<file path="src/rtl/colorclk_sched_if.sv">
// ---------------------------------------------------------------------------
// colorclk_sched_if
// Groups the request handshakes and the generator-facing outputs of the
// colour-clock scheduler.
//   master : requester / generator side (drives requests, observes status)
//   slave  : scheduler side (accepts requests, drives generator controls)
// Signals:
//   req0_valid/req0_mode/req0_ready : core autodetect request (mode 0=PAL 1=NTSC)
//   req1_valid/req1_mode/req1_ready : menu/OSD request, higher priority
//   gen_en, gen_mode                : subcarrier generator enable and mode
//   busy, locked                    : sequence in progress / generator stable
// ---------------------------------------------------------------------------
interface colorclk_sched_if;
  logic req0_valid;
  logic req0_mode;
  logic req0_ready;
  logic req1_valid;
  logic req1_mode;
  logic req1_ready;
  logic gen_en;
  logic gen_mode;
  logic busy;
  logic locked;

  modport master (
    output req0_valid, req0_mode, req1_valid, req1_mode,
    input  req0_ready, req1_ready, gen_en, gen_mode, busy, locked
  );

  modport slave (
    input  req0_valid, req0_mode, req1_valid, req1_mode,
    output req0_ready, req1_ready, gen_en, gen_mode, busy, locked
  );
endinterface

</file>
<file path="src/rtl/colorclk_sched.sv">
// ---------------------------------------------------------------------------
// colorclk_sched
// Arbitrates and sequences PAL/NTSC switching of the colour-subcarrier
// generator. A switch gates the generator, waits HOLD_CYCLES, changes the
// mode, waits SETTLE_CYCLES, then re-enables it. Port 1 (menu/OSD) has
// priority over port 0 (core autodetect).
// Ports:
//   clk    : generator clock
//   rst_n  : asynchronous active-low reset
//   enable : master colour-clock enable (0 = generator gated)
//   bus    : colorclk_sched_if.slave (request handshakes, gen_en/gen_mode,
//            busy, locked)
// All outputs are registered.
// ---------------------------------------------------------------------------
module colorclk_sched #(
  parameter int HOLD_CYCLES   = 16,
  parameter int SETTLE_CYCLES = 64,
  parameter int CNT_W         = 8
) (
  input  logic             clk,
  input  logic             rst_n,
  input  logic             enable,
  colorclk_sched_if.slave  bus
);

  typedef enum logic [1:0] {IDLE, QUIESCE, SWITCH, RESUME} state_t;

  localparam logic [CNT_W-1:0] HOLD_LOAD   = CNT_W'(HOLD_CYCLES - 1);
  localparam logic [CNT_W-1:0] SETTLE_LOAD = CNT_W'(SETTLE_CYCLES - 1);

  state_t           state, state_n;
  logic [CNT_W-1:0] cnt, cnt_n;
  logic             mode_q, mode_n;
  logic             gen_en_q, gen_en_n;
  logic             gen_mode_q, gen_mode_n;
  logic             busy_q, busy_n;
  logic             locked_q, locked_n;
  logic             ready0_q, ready0_n;
  logic             ready1_q, ready1_n;

  logic             accept0, accept1, accept_any, accept_mode;

  // A request is accepted when its registered ready coincides with valid.
  // Only one ready can be high at a time, so the accepted mode is unambiguous.
  assign accept0     = bus.req0_valid && ready0_q;
  assign accept1     = bus.req1_valid && ready1_q;
  assign accept_any  = accept0 || accept1;
  assign accept_mode = accept1 ? bus.req1_mode : bus.req0_mode;

  // State and output registers; reset forces the generator gated in PAL.
  always_ff @(posedge clk or negedge rst_n) begin
    if (!rst_n) begin
      state      <= IDLE;
      cnt        <= '0;
      mode_q     <= 1'b0;
      gen_en_q   <= 1'b0;
      gen_mode_q <= 1'b0;
      busy_q     <= 1'b0;
      locked_q   <= 1'b0;
      ready0_q   <= 1'b0;
      ready1_q   <= 1'b0;
    end else begin
      state      <= state_n;
      cnt        <= cnt_n;
      mode_q     <= mode_n;
      gen_en_q   <= gen_en_n;
      gen_mode_q <= gen_mode_n;
      busy_q     <= busy_n;
      locked_q   <= locked_n;
      ready0_q   <= ready0_n;
      ready1_q   <= ready1_n;
    end
  end

  // Next-state and next-output logic.
  // In IDLE, a running generator that loses enable is gated at once; a gated
  // generator that sees enable goes through the settle-only start sequence.
  // Readys are only offered while IDLE is being held, and never two cycles in
  // a row, so a requester still holding valid after acceptance is not
  // accepted twice.
  always_comb begin
    state_n    = state;
    cnt_n      = cnt;
    mode_n     = mode_q;
    gen_en_n   = gen_en_q;
    gen_mode_n = gen_mode_q;
    ready0_n   = 1'b0;
    ready1_n   = 1'b0;

    case (state)
      IDLE: begin
        gen_en_n = gen_en_q && enable;
        if (accept_any && (accept_mode != gen_mode_q) && enable) begin
          mode_n   = accept_mode;
          cnt_n    = HOLD_LOAD;
          gen_en_n = 1'b0;
          state_n  = QUIESCE;
        end else begin
          if (accept_any && (accept_mode != gen_mode_q)) begin
            gen_mode_n = accept_mode;
          end
          if (enable && !gen_en_q) begin
            cnt_n   = SETTLE_LOAD;
            state_n = SWITCH;
          end else if (!ready0_q && !ready1_q) begin
            ready1_n = bus.req1_valid;
            ready0_n = bus.req0_valid && !bus.req1_valid;
          end
        end
      end

      QUIESCE: begin
        gen_en_n = 1'b0;
        if (cnt == '0) begin
          gen_mode_n = mode_q;
          cnt_n      = SETTLE_LOAD;
          state_n    = SWITCH;
        end else begin
          cnt_n = cnt - CNT_W'(1);
        end
      end

      SWITCH: begin
        gen_en_n = 1'b0;
        if (cnt == '0) begin
          state_n = RESUME;
        end else begin
          cnt_n = cnt - CNT_W'(1);
        end
      end

      RESUME: begin
        // Enable may have dropped mid-sequence; in that case stay gated.
        gen_en_n = enable;
        state_n  = IDLE;
      end

      default: begin
        gen_en_n = 1'b0;
        state_n  = IDLE;
      end
    endcase

    locked_n = gen_en_n;
    busy_n   = (state_n != IDLE);
  end

  assign bus.gen_en     = gen_en_q;
  assign bus.gen_mode   = gen_mode_q;
  assign bus.busy       = busy_q;
  assign bus.locked     = locked_q;
  assign bus.req0_ready = ready0_q;
  assign bus.req1_ready = ready1_q;

endmodule
</file>
<file path="src/flat_wrapper.sv">
// flat-port wrapper written by rule: the top's interface ports become plain ports
module colorclk_sched_flat 
#(
  parameter int HOLD_CYCLES   = 16,
  parameter int SETTLE_CYCLES = 64,
  parameter int CNT_W         = 8
)
  (clk, rst_n, enable, bus_req0_valid, bus_req0_mode, bus_req1_valid, bus_req1_mode, bus_req0_ready, bus_req1_ready, bus_gen_en, bus_gen_mode, bus_busy, bus_locked);
  colorclk_sched_if bus_i ();
  input  logic clk;
  input  logic rst_n;
  input  logic enable;
  input wire logic [$bits(bus_i.req0_valid)-1:0] bus_req0_valid;
  input wire logic [$bits(bus_i.req0_mode)-1:0] bus_req0_mode;
  input wire logic [$bits(bus_i.req1_valid)-1:0] bus_req1_valid;
  input wire logic [$bits(bus_i.req1_mode)-1:0] bus_req1_mode;
  output wire logic [$bits(bus_i.req0_ready)-1:0] bus_req0_ready;
  output wire logic [$bits(bus_i.req1_ready)-1:0] bus_req1_ready;
  output wire logic [$bits(bus_i.gen_en)-1:0] bus_gen_en;
  output wire logic [$bits(bus_i.gen_mode)-1:0] bus_gen_mode;
  output wire logic [$bits(bus_i.busy)-1:0] bus_busy;
  output wire logic [$bits(bus_i.locked)-1:0] bus_locked;
  assign bus_i.req0_valid = bus_req0_valid;
  assign bus_i.req0_mode = bus_req0_mode;
  assign bus_i.req1_valid = bus_req1_valid;
  assign bus_i.req1_mode = bus_req1_mode;
  assign bus_req0_ready = bus_i.req0_ready;
  assign bus_req1_ready = bus_i.req1_ready;
  assign bus_gen_en = bus_i.gen_en;
  assign bus_gen_mode = bus_i.gen_mode;
  assign bus_busy = bus_i.busy;
  assign bus_locked = bus_i.locked;
  colorclk_sched #(.HOLD_CYCLES(HOLD_CYCLES), .SETTLE_CYCLES(SETTLE_CYCLES), .CNT_W(CNT_W)) u_core (.clk(clk), .rst_n(rst_n), .enable(enable), .bus(bus_i));
endmodule
</file>
<file path="config.mk">
export PLATFORM = sky130hd
export DESIGN_NAME = colorclk_sched_flat
export DESIGN_NICKNAME = d
export VERILOG_FILES = /design/src/rtl/colorclk_sched_if.sv /design/src/rtl/colorclk_sched.sv /design/src/flat_wrapper.sv
export SDC_FILE = /design/constraint.sdc
export NUM_CORES = 1
export LEC_CHECK = 0
export CORE_UTILIZATION = 35
export DETAILED_ROUTE_END_ITERATION = 10
export DONT_BUFFER_PORTS = 1
export PLACE_DENSITY = 0.54
export SKIP_LAST_GASP = 1
export SYNTH_ARGS = -nofsm -noshare
export SYNTH_HDL_FRONTEND = slang
export SYNTH_SLANG_ARGS = --single-unit
</file>
<file path="constraint.sdc">
create_clock -name clk -period 1.75 [get_ports clk]
set_input_delay 0.35 -clock clk [delete_from_list [all_inputs] [get_ports clk]]
set_output_delay 0.35 -clock clk [all_outputs]
set_load 0.03 [all_outputs]
</file>
==> impl_results.md, run 1 <==
* Remaining global-route overflow at 0
* Clk Latency, worst-skew pair at 0.29 ns
* Final setup violation count at 0
* LEAKAGE at 0.0006755 uW
* Initial DRC count at 29
* Gpl congestion at 0.7814
* Status: finished clean
* First-pass GRT wire length at 4.533 mm
* Total track usage at 17.83%
* Setup Skew at 0.005712 ns
* Vert. Die Dim at 58.63 um
* Multi-input combinational cell area at 729.5 um^2
* Routed WL per cell at 13.56 um
* Hold_ws at 0.1681 ns
* Count leader, synth: dfrtp_1
* Net Sw Frac at 41.61%
* Syn_nets at 133
* Row Count at 20
* Layout area overhead at 36.79%
* Drt first pass iters at 4
* Hold endpoint: u_core.bus.req0_ready$_DFF_PN0_
* Max_cap viols at 0
* Crit Path Category: reg -> reg
* CTS tree: built
* Pin count of the biggest net entering global routing at 17
* Top cell type's share of synthesized area at 35.67%
* Die width at 58.63 um
* R2R depth at 7
* Synth unique cells at 44
* Post-DP HPWL at 2.007 mm
* Rel. slew slack at 50.06%
* Data required, critical path at 1.94 ns
* Antenna violations before repair at 0
* Tmin final at 1.742 ns
* Crit path capture type: flip-flop
* Detail Route Antenna Nets at 0
* Reg2reg start: u_core.cnt[1]$_DFFE_PN0P_
* Worst EP arrival at 1.93 ns
* Share of cells above drive strength 1 at 43.23%
* Mapped Cells at 120
* H-tree depth at 1
* Clk slew on worst S/H paths at 0.10 ns
* RR Endpoint: u_core.bus.busy$_DFF_PN0_
* Fmax at 574.1 MHz
* Total routed wirelength at 2.698 mm
* Core Area at 3053 um^2
* Final Hold Viols at 0
* Number of global-route vias before repair at 1053
* Antenna Cells at 0
* Initial Util at 36.76%
* Port bufs at 0
* Clock root buffer: clkbuf_4
* Comb power frac at 65.6%
* Routed vias at 1047
* Leading post-synthesis cells by instance count: 16 x dfrtp_1, 11 x inv_1, 8 x nand3_1
* Longest Clk Path Bufs at 2
* Worst setup SP type: flip-flop
* Die area at 3437 um^2
* Clk pwr share at 8.6%
* #FFs+latches synth at 16
* WHS Path Cells at 2
* Routed vias/inst at 5.261
* Worst Path Max Fanout at 4
* DRC errors left at 0
* Synthesized cell area at 1122 um^2
* FILL cells at 308
* Syn. warnings at 0
* Largest cells by area after synthesis: dfrtp_1 36%, ha_1 6.7%, inv_1 3.7%
* Hold Path Origin: bus_req0_valid
* Peak supply drop at 0.0004971 V
* Pint at 1435 uW
* Cell Pwr Density at 1600 nW/um^2
* Fin crit share at 99.53%
* Worst-Margin Slew at 0.7466 ns
* Register area share after synthesis at 35.67%
* Primary FF master, synth: dfrtp_1
* Syn Area/Cell at 9.353 um^2
* RSZ-0062 raised after global routing: true
* Register Area at 402.9 um^2
* Worst R2R Setup Slack at 0.008 ns
* Clock buffers created by TritonCTS at 3
* Setup TNS at 0 ns
* Largest area contributor in the netlist: dfrtp_1
* Type of the worst min-delay path: in -> reg
* Clk sinks at 16
* Asr flop ratio synth at 100.0%
* Max-slew violations at 0
* Number of synthesized flops with an enable pin at 0
* P_sw at 1022 uW
* Flop pwr share at 25.8%
* Number of top-level pins at 13
* # nets final at 169
==> kinds of logic (layout without fill, tap and decap cells) <==
| group | Yosys count | count (layout) | synth area share [%] |
|---|---|---|---|
| muxes | 2 | 2 | 2.676 |
| and+or+nand+nor | 39 | 39 | 20.29 |
| adders and majority gates | 6 | 6 | 6.689 |
| DFF | 16 | 16 | 35.67 |
| AOI/OAI and AO/OA | 40 | 40 | 27.31 |
| buffers and inverters | 17 | 52 | 7.358 |
==> metal layers <==
layer | global-route usage (%) | vias to the layer above | part of all wire, %
met1 | 23.60 | 487 | 49
met5 | 0 | - | 0
met2 | 27.75 | 28 | 45
met4 | 10.20 | 0 | 2.1
met3 | 2.637 | 9 | 3.6
li1 | - | 523 | -
==> cell type report <==
type | instances | area share, %
multi-input cells | 87 | 47.51
flip-flops and latches | 16 | 26.24
repair buffers | 37 | 18.26
well taps | 44 | 3.586
inverters | 11 | 2.689
clock buffers | 4 | 1.711
==> sequential cells by signal, indices dropped and copies added, names as in the netlist <==
signal	cells
u_core.bus.busy	1
u_core.bus.req0_ready	1
u_core.state	2
u_core.bus.gen_en	1
u_core.bus.req1_ready	1
u_core.bus.gen_mode	1
u_core.cnt	8
u_core.mode_q	1
==> worst max-delay path, stage by stage, from the launching register on <==
cell	delay, ns
dfrtp_1	0.38
inv_1	0.09
ha_4	0.13
nor3b_4	0.26
a21oi_2	0.11
o221a_4	0.24
a221o_1	0.28
nand2b_4	0.14
==> worst max path at each step <==
stage,startpoint,end,slack [ns],cells after the start
floorplan,u_core.bus.req1_ready$_DFF_PN0_,u_core.cnt[1]$_DFFE_PN0P_,-0.14,6
global placement,u_core.bus.req1_ready$_DFF_PN0_,u_core.cnt[1]$_DFFE_PN0P_,-0.02,5
detailed placement,u_core.bus.req1_ready$_DFF_PN0_,u_core.cnt[5]$_DFFE_PN0P_,-0.04,5
CTS,u_core.state[0]$_DFF_PN0_,u_core.bus.busy$_DFF_PN0_,-0.003,7
global route,u_core.cnt[1]$_DFFE_PN0P_,u_core.bus.busy$_DFF_PN0_,-0.07,7
finish,u_core.cnt[1]$_DFFE_PN0P_,u_core.bus.busy$_DFF_PN0_,0.008,7
==> metrics by stage <==
step | std cells | util (%) | total power [uW] | area, um^2 | worst slack, ns
finish | 199 | 50.29 | 2457 | 1535 | 0.008242
global route | 199 | 50.29 | 2646 | 1535 | -0.07491
CTS | 199 | 48.65 | 2340 | 1485 | -0.003416
detailed placement | 193 | 46.68 | 2058 | 1425 | -0.04113
global placement | 193 | 46.68 | 2041 | 1425 | -0.02004
floorplan | 120 | - | 1603 | 1155 | -0.1375
==> power groups by stage <==
stage               registers, uW  clock network [uW]  logic (uW)
detailed placement            643                   0        1420
floorplan                     675                   0         928
finish                        633                 211        1610
global route                  652                 239        1750
CTS                           632                 218        1490
global placement              637                   0        1400
==> layout by cell type (no fill, tap or decap), types with 2 or more instances in the layout <==
cell type   n
nand2b_1    2
dfrtp_1    14
dfrtp_2     2
buf_4      36
nor4_2      2
nor4_1      2
nand3_1     8
and2_4      2
nor2_1      6
o21ai_0     3
mux2_4      2
o211ai_1    3
a22o_2      3
ha_1        4
nand2_1     7
nand4_1     2
clkbuf_4    3
o22ai_1     3
a21oi_1     6
inv_1      10
==> what timing repair did <==
item	4_1_cts	5_1_grt
resized for setup	6	12
buffers inserted	1	0
setup endpoints to repair	5	11
hold endpoints to repair	16	0
pin swaps	0	4
hold buffers	1	0
Power figures use the tool's default switching activity.
==> inputs of run 2 (changes only) <==
--- a/config.mk
+++ b/config.mk
@@ -5,10 +5,10 @@
 export SDC_FILE = /design/constraint.sdc
 export NUM_CORES = 1
 export LEC_CHECK = 0
-export CORE_UTILIZATION = 35
+export CORE_UTILIZATION = 30
 export DETAILED_ROUTE_END_ITERATION = 10
 export DONT_BUFFER_PORTS = 1
-export PLACE_DENSITY = 0.54
+export PLACE_DENSITY = 0.48
 export SKIP_LAST_GASP = 1
 export SYNTH_ARGS = -nofsm -noshare
 export SYNTH_HDL_FRONTEND = slang
==> impl_results.md, run 2 (synthesized netlist as in run 1, its figures left out) <==
* Status: finished clean
* FILL cells at 348
* Port bufs at 0
* Hold_ws at 0.2254 ns
* Met1 Wirelength at 1.339 mm
* Die width at 63.17 um
* Top layer in use: met4
* Share of cells above drive strength 1 at 43.59%
* Largest register FFs at 8
* Post-route insts no fill at 202
* Gpl congestion at 0.7796
* Die area at 3990 um^2
* Cell Pwr Density at 1659 nW/um^2
* Largest regs: u_core.cnt: 8 flops, u_core.state: 2 flops
* Initial Util at 32.36%
* Reg2reg start: u_core.cnt[1]$_DFFE_PN0P_
* Hold Path Origin: bus_req0_valid
* Antenna Cells at 0
* Final setup violation count at 0
* Clk slew on worst S/H paths at 0.07 ns
* Flop pwr share at 24.8%
* Peak supply drop at 0.0005071 V
* WHS Path Cells at 2
* Rel. slew slack at 48.84%
* Wire length on met3 at 95 um
* Power Total at 2616 uW
* Commonest cells after routing, fill and taps aside: 36 x buf_4, 14 x dfrtp_1, 9 x inv_1
* Number of global-route vias before repair at 1075
* Crit-path max cell delay at 0.39 ns
* Clock root buffer: clkbuf_8
* Largest Register: u_core.cnt
* Critical-path cell list: inv_2 -> ha_4 -> nor3b_4 -> a21oi_2 -> o221a_4 -> a221o_1 -> nand2b_4
* LEAKAGE at 0.0006935 uW
* Buf/Inv on CP at 1
* CP max stage cell: dfrtp_1
* Clk sinks at 16
* Worst Path Max Fanout at 4
* Longest Clk Path Bufs at 2
* Fin crit share at 97.61%
* Clk Latency, worst-skew pair at 0.25 ns
* Pint at 1551 uW
* Remaining global-route overflow at 0
* Row Count at 21
* Worst setup SP type: flip-flop
* Post-DP HPWL at 2.182 mm
* Type of the worst min-delay path: in -> reg
* Met2 routed WL at 1.496 mm
* Antenna violations before repair at 0
* DRC errors left at 0
* # nets final at 170
* Total routed wirelength at 2.953 mm
* Crit path capture type: flip-flop
* CTS tree: built
* Number of setup buffers added after CTS at 0
* Routed vias at 1036
* P_sw at 1064 uW
* R2R depth at 7
* Hold endpoint: u_core.bus.req0_ready$_DFF_PN0_
* Final Hold Viols at 0
* Max-slew violations at 0
* First-pass GRT wire length at 4.850 mm
* Pin count of the biggest net entering global routing at 17
* Max_cap viols at 0
* Placed Cells at 197
* Drt first pass iters at 4
* Pre-CTS setup slack at -0.07436 ns
* Number of top-level pins at 13
* Routed vias/inst at 5.129
* Initial DRC count at 54
* Data required, critical path at 1.89 ns
* Routed WL per cell at 14.62 um
* Levels on crit path at 7
* Layout area overhead at 40.47%
* Vert. Die Dim at 63.17 um
* Commonest non-fill, non-tap cell in the layout: buf_4
* Worst R2R Setup Slack at 0.04 ns
* Fmax at 585.4 MHz
* Worst-Margin Slew at 0.7649 ns
* Worst EP arrival at 1.85 ns
* Net Sw Frac at 40.69%
* RR Endpoint: u_core.bus.busy$_DFF_PN0_
* Final WS setup at 0.04176 ns
* Comb power frac at 62.6%
* Setup Skew at 0.006302 ns
* Crit Path Category: reg -> reg
* Clk pwr share at 12.7%
* Total track usage at 15.62%
* RSZ-0062 raised after global routing: true
* Clock buffers created by TritonCTS at 3
* H-tree depth at 1
* Tmin final at 1.708 ns
* Core Area at 3468 um^2
* Cell family with most CP delay: compound AO/OA/AOI/OAI gates
* Detail Route Antenna Nets at 0
## run 2: cell count changes in the layout (fill, tap and decap cells not counted), sizes merged
cell  previous run  this run
buf             36        37
## run 2: metrics by stage
| stage | TNS [ns] | cell area (um^2) | util (%) |
|---|---|---|---|
| 6_report | 0 | 1577 | 45.45 |
| 5_1_grt | -0.09936 | 1577 | 45.45 |
| 4_1_cts | 0 | 1531 | 44.16 |
| 3_5_place_dp | -0.2069 | 1443 | 41.59 |
| 3_3_place_gp | -0.07325 | 1443 | 41.59 |
| 2_1_floorplan | -0.3075 | 1155 | - |
## run 2: worst max path at each step
stage / end / start / slack [ns]
after floorplan: u_core.cnt[1]$_DFFE_PN0P_ / u_core.bus.req1_ready$_DFF_PN0_ / -0.14
after CTS: u_core.cnt[5]$_DFFE_PN0P_ / u_core.bus.req1_ready$_DFF_PN0_ / 0.0006
after detailed placement: u_core.cnt[1]$_DFFE_PN0P_ / u_core.bus.req1_ready$_DFF_PN0_ / -0.07
after global routing: u_core.cnt[5]$_DFFE_PN0P_ / u_core.cnt[0]$_DFFE_PN0P_ / -0.06
after global placement: u_core.cnt[5]$_DFFE_PN0P_ / u_core.bus.req1_ready$_DFF_PN0_ / -0.03
final: u_core.bus.busy$_DFF_PN0_ / u_core.cnt[1]$_DFFE_PN0P_ / 0.04
## run 2: worst register-to-register path, stage by stage (launching register included)
cell and delay (ns):
dfrtp_1 0.39, inv_2 0.07, ha_4 0.13, nor3b_4 0.26, a21oi_2 0.11, o221a_4 0.22, a221o_1 0.28, nand2b_4 0.14
## run 2: cell type report
cell class,count,area (um^2),share of cell area (%)
Clock buffer,4,55.05,3.492
Sequential cell,16,402.9,25.56
Tap cell,46,57.56,3.651
Multi-Input combinational cell,87,728.2,46.19
Timing Repair Buffer,38,291.5,18.49
Inverter,11,41.29,2.619
## run 2: metal layers
layer / global-route usage (%) / vias up
met5: 0 / -
met1: 19.57 / 499
met4: 4.360 / 0
li1: - / 519
met2: 26.08 / 16
met3: 4.167 / 2
## run 2: power groups by stage
stage,clock [uW],combinational (uW),sequential [uW]
final,331,1640,648
after global routing,362,1770,667
after CTS,346,1530,636
after detailed placement,0,1460,637
after global placement,0,1450,633
after floorplan,0,928,675
## run 2: what timing repair did
item,CTS,global route
endpoints found under the setup margin,7,10
endpoints found under the hold margin,16,0
gates cloned,0,0
hold buffers,1,0
pin swaps,1,3
resized for setup,8,9
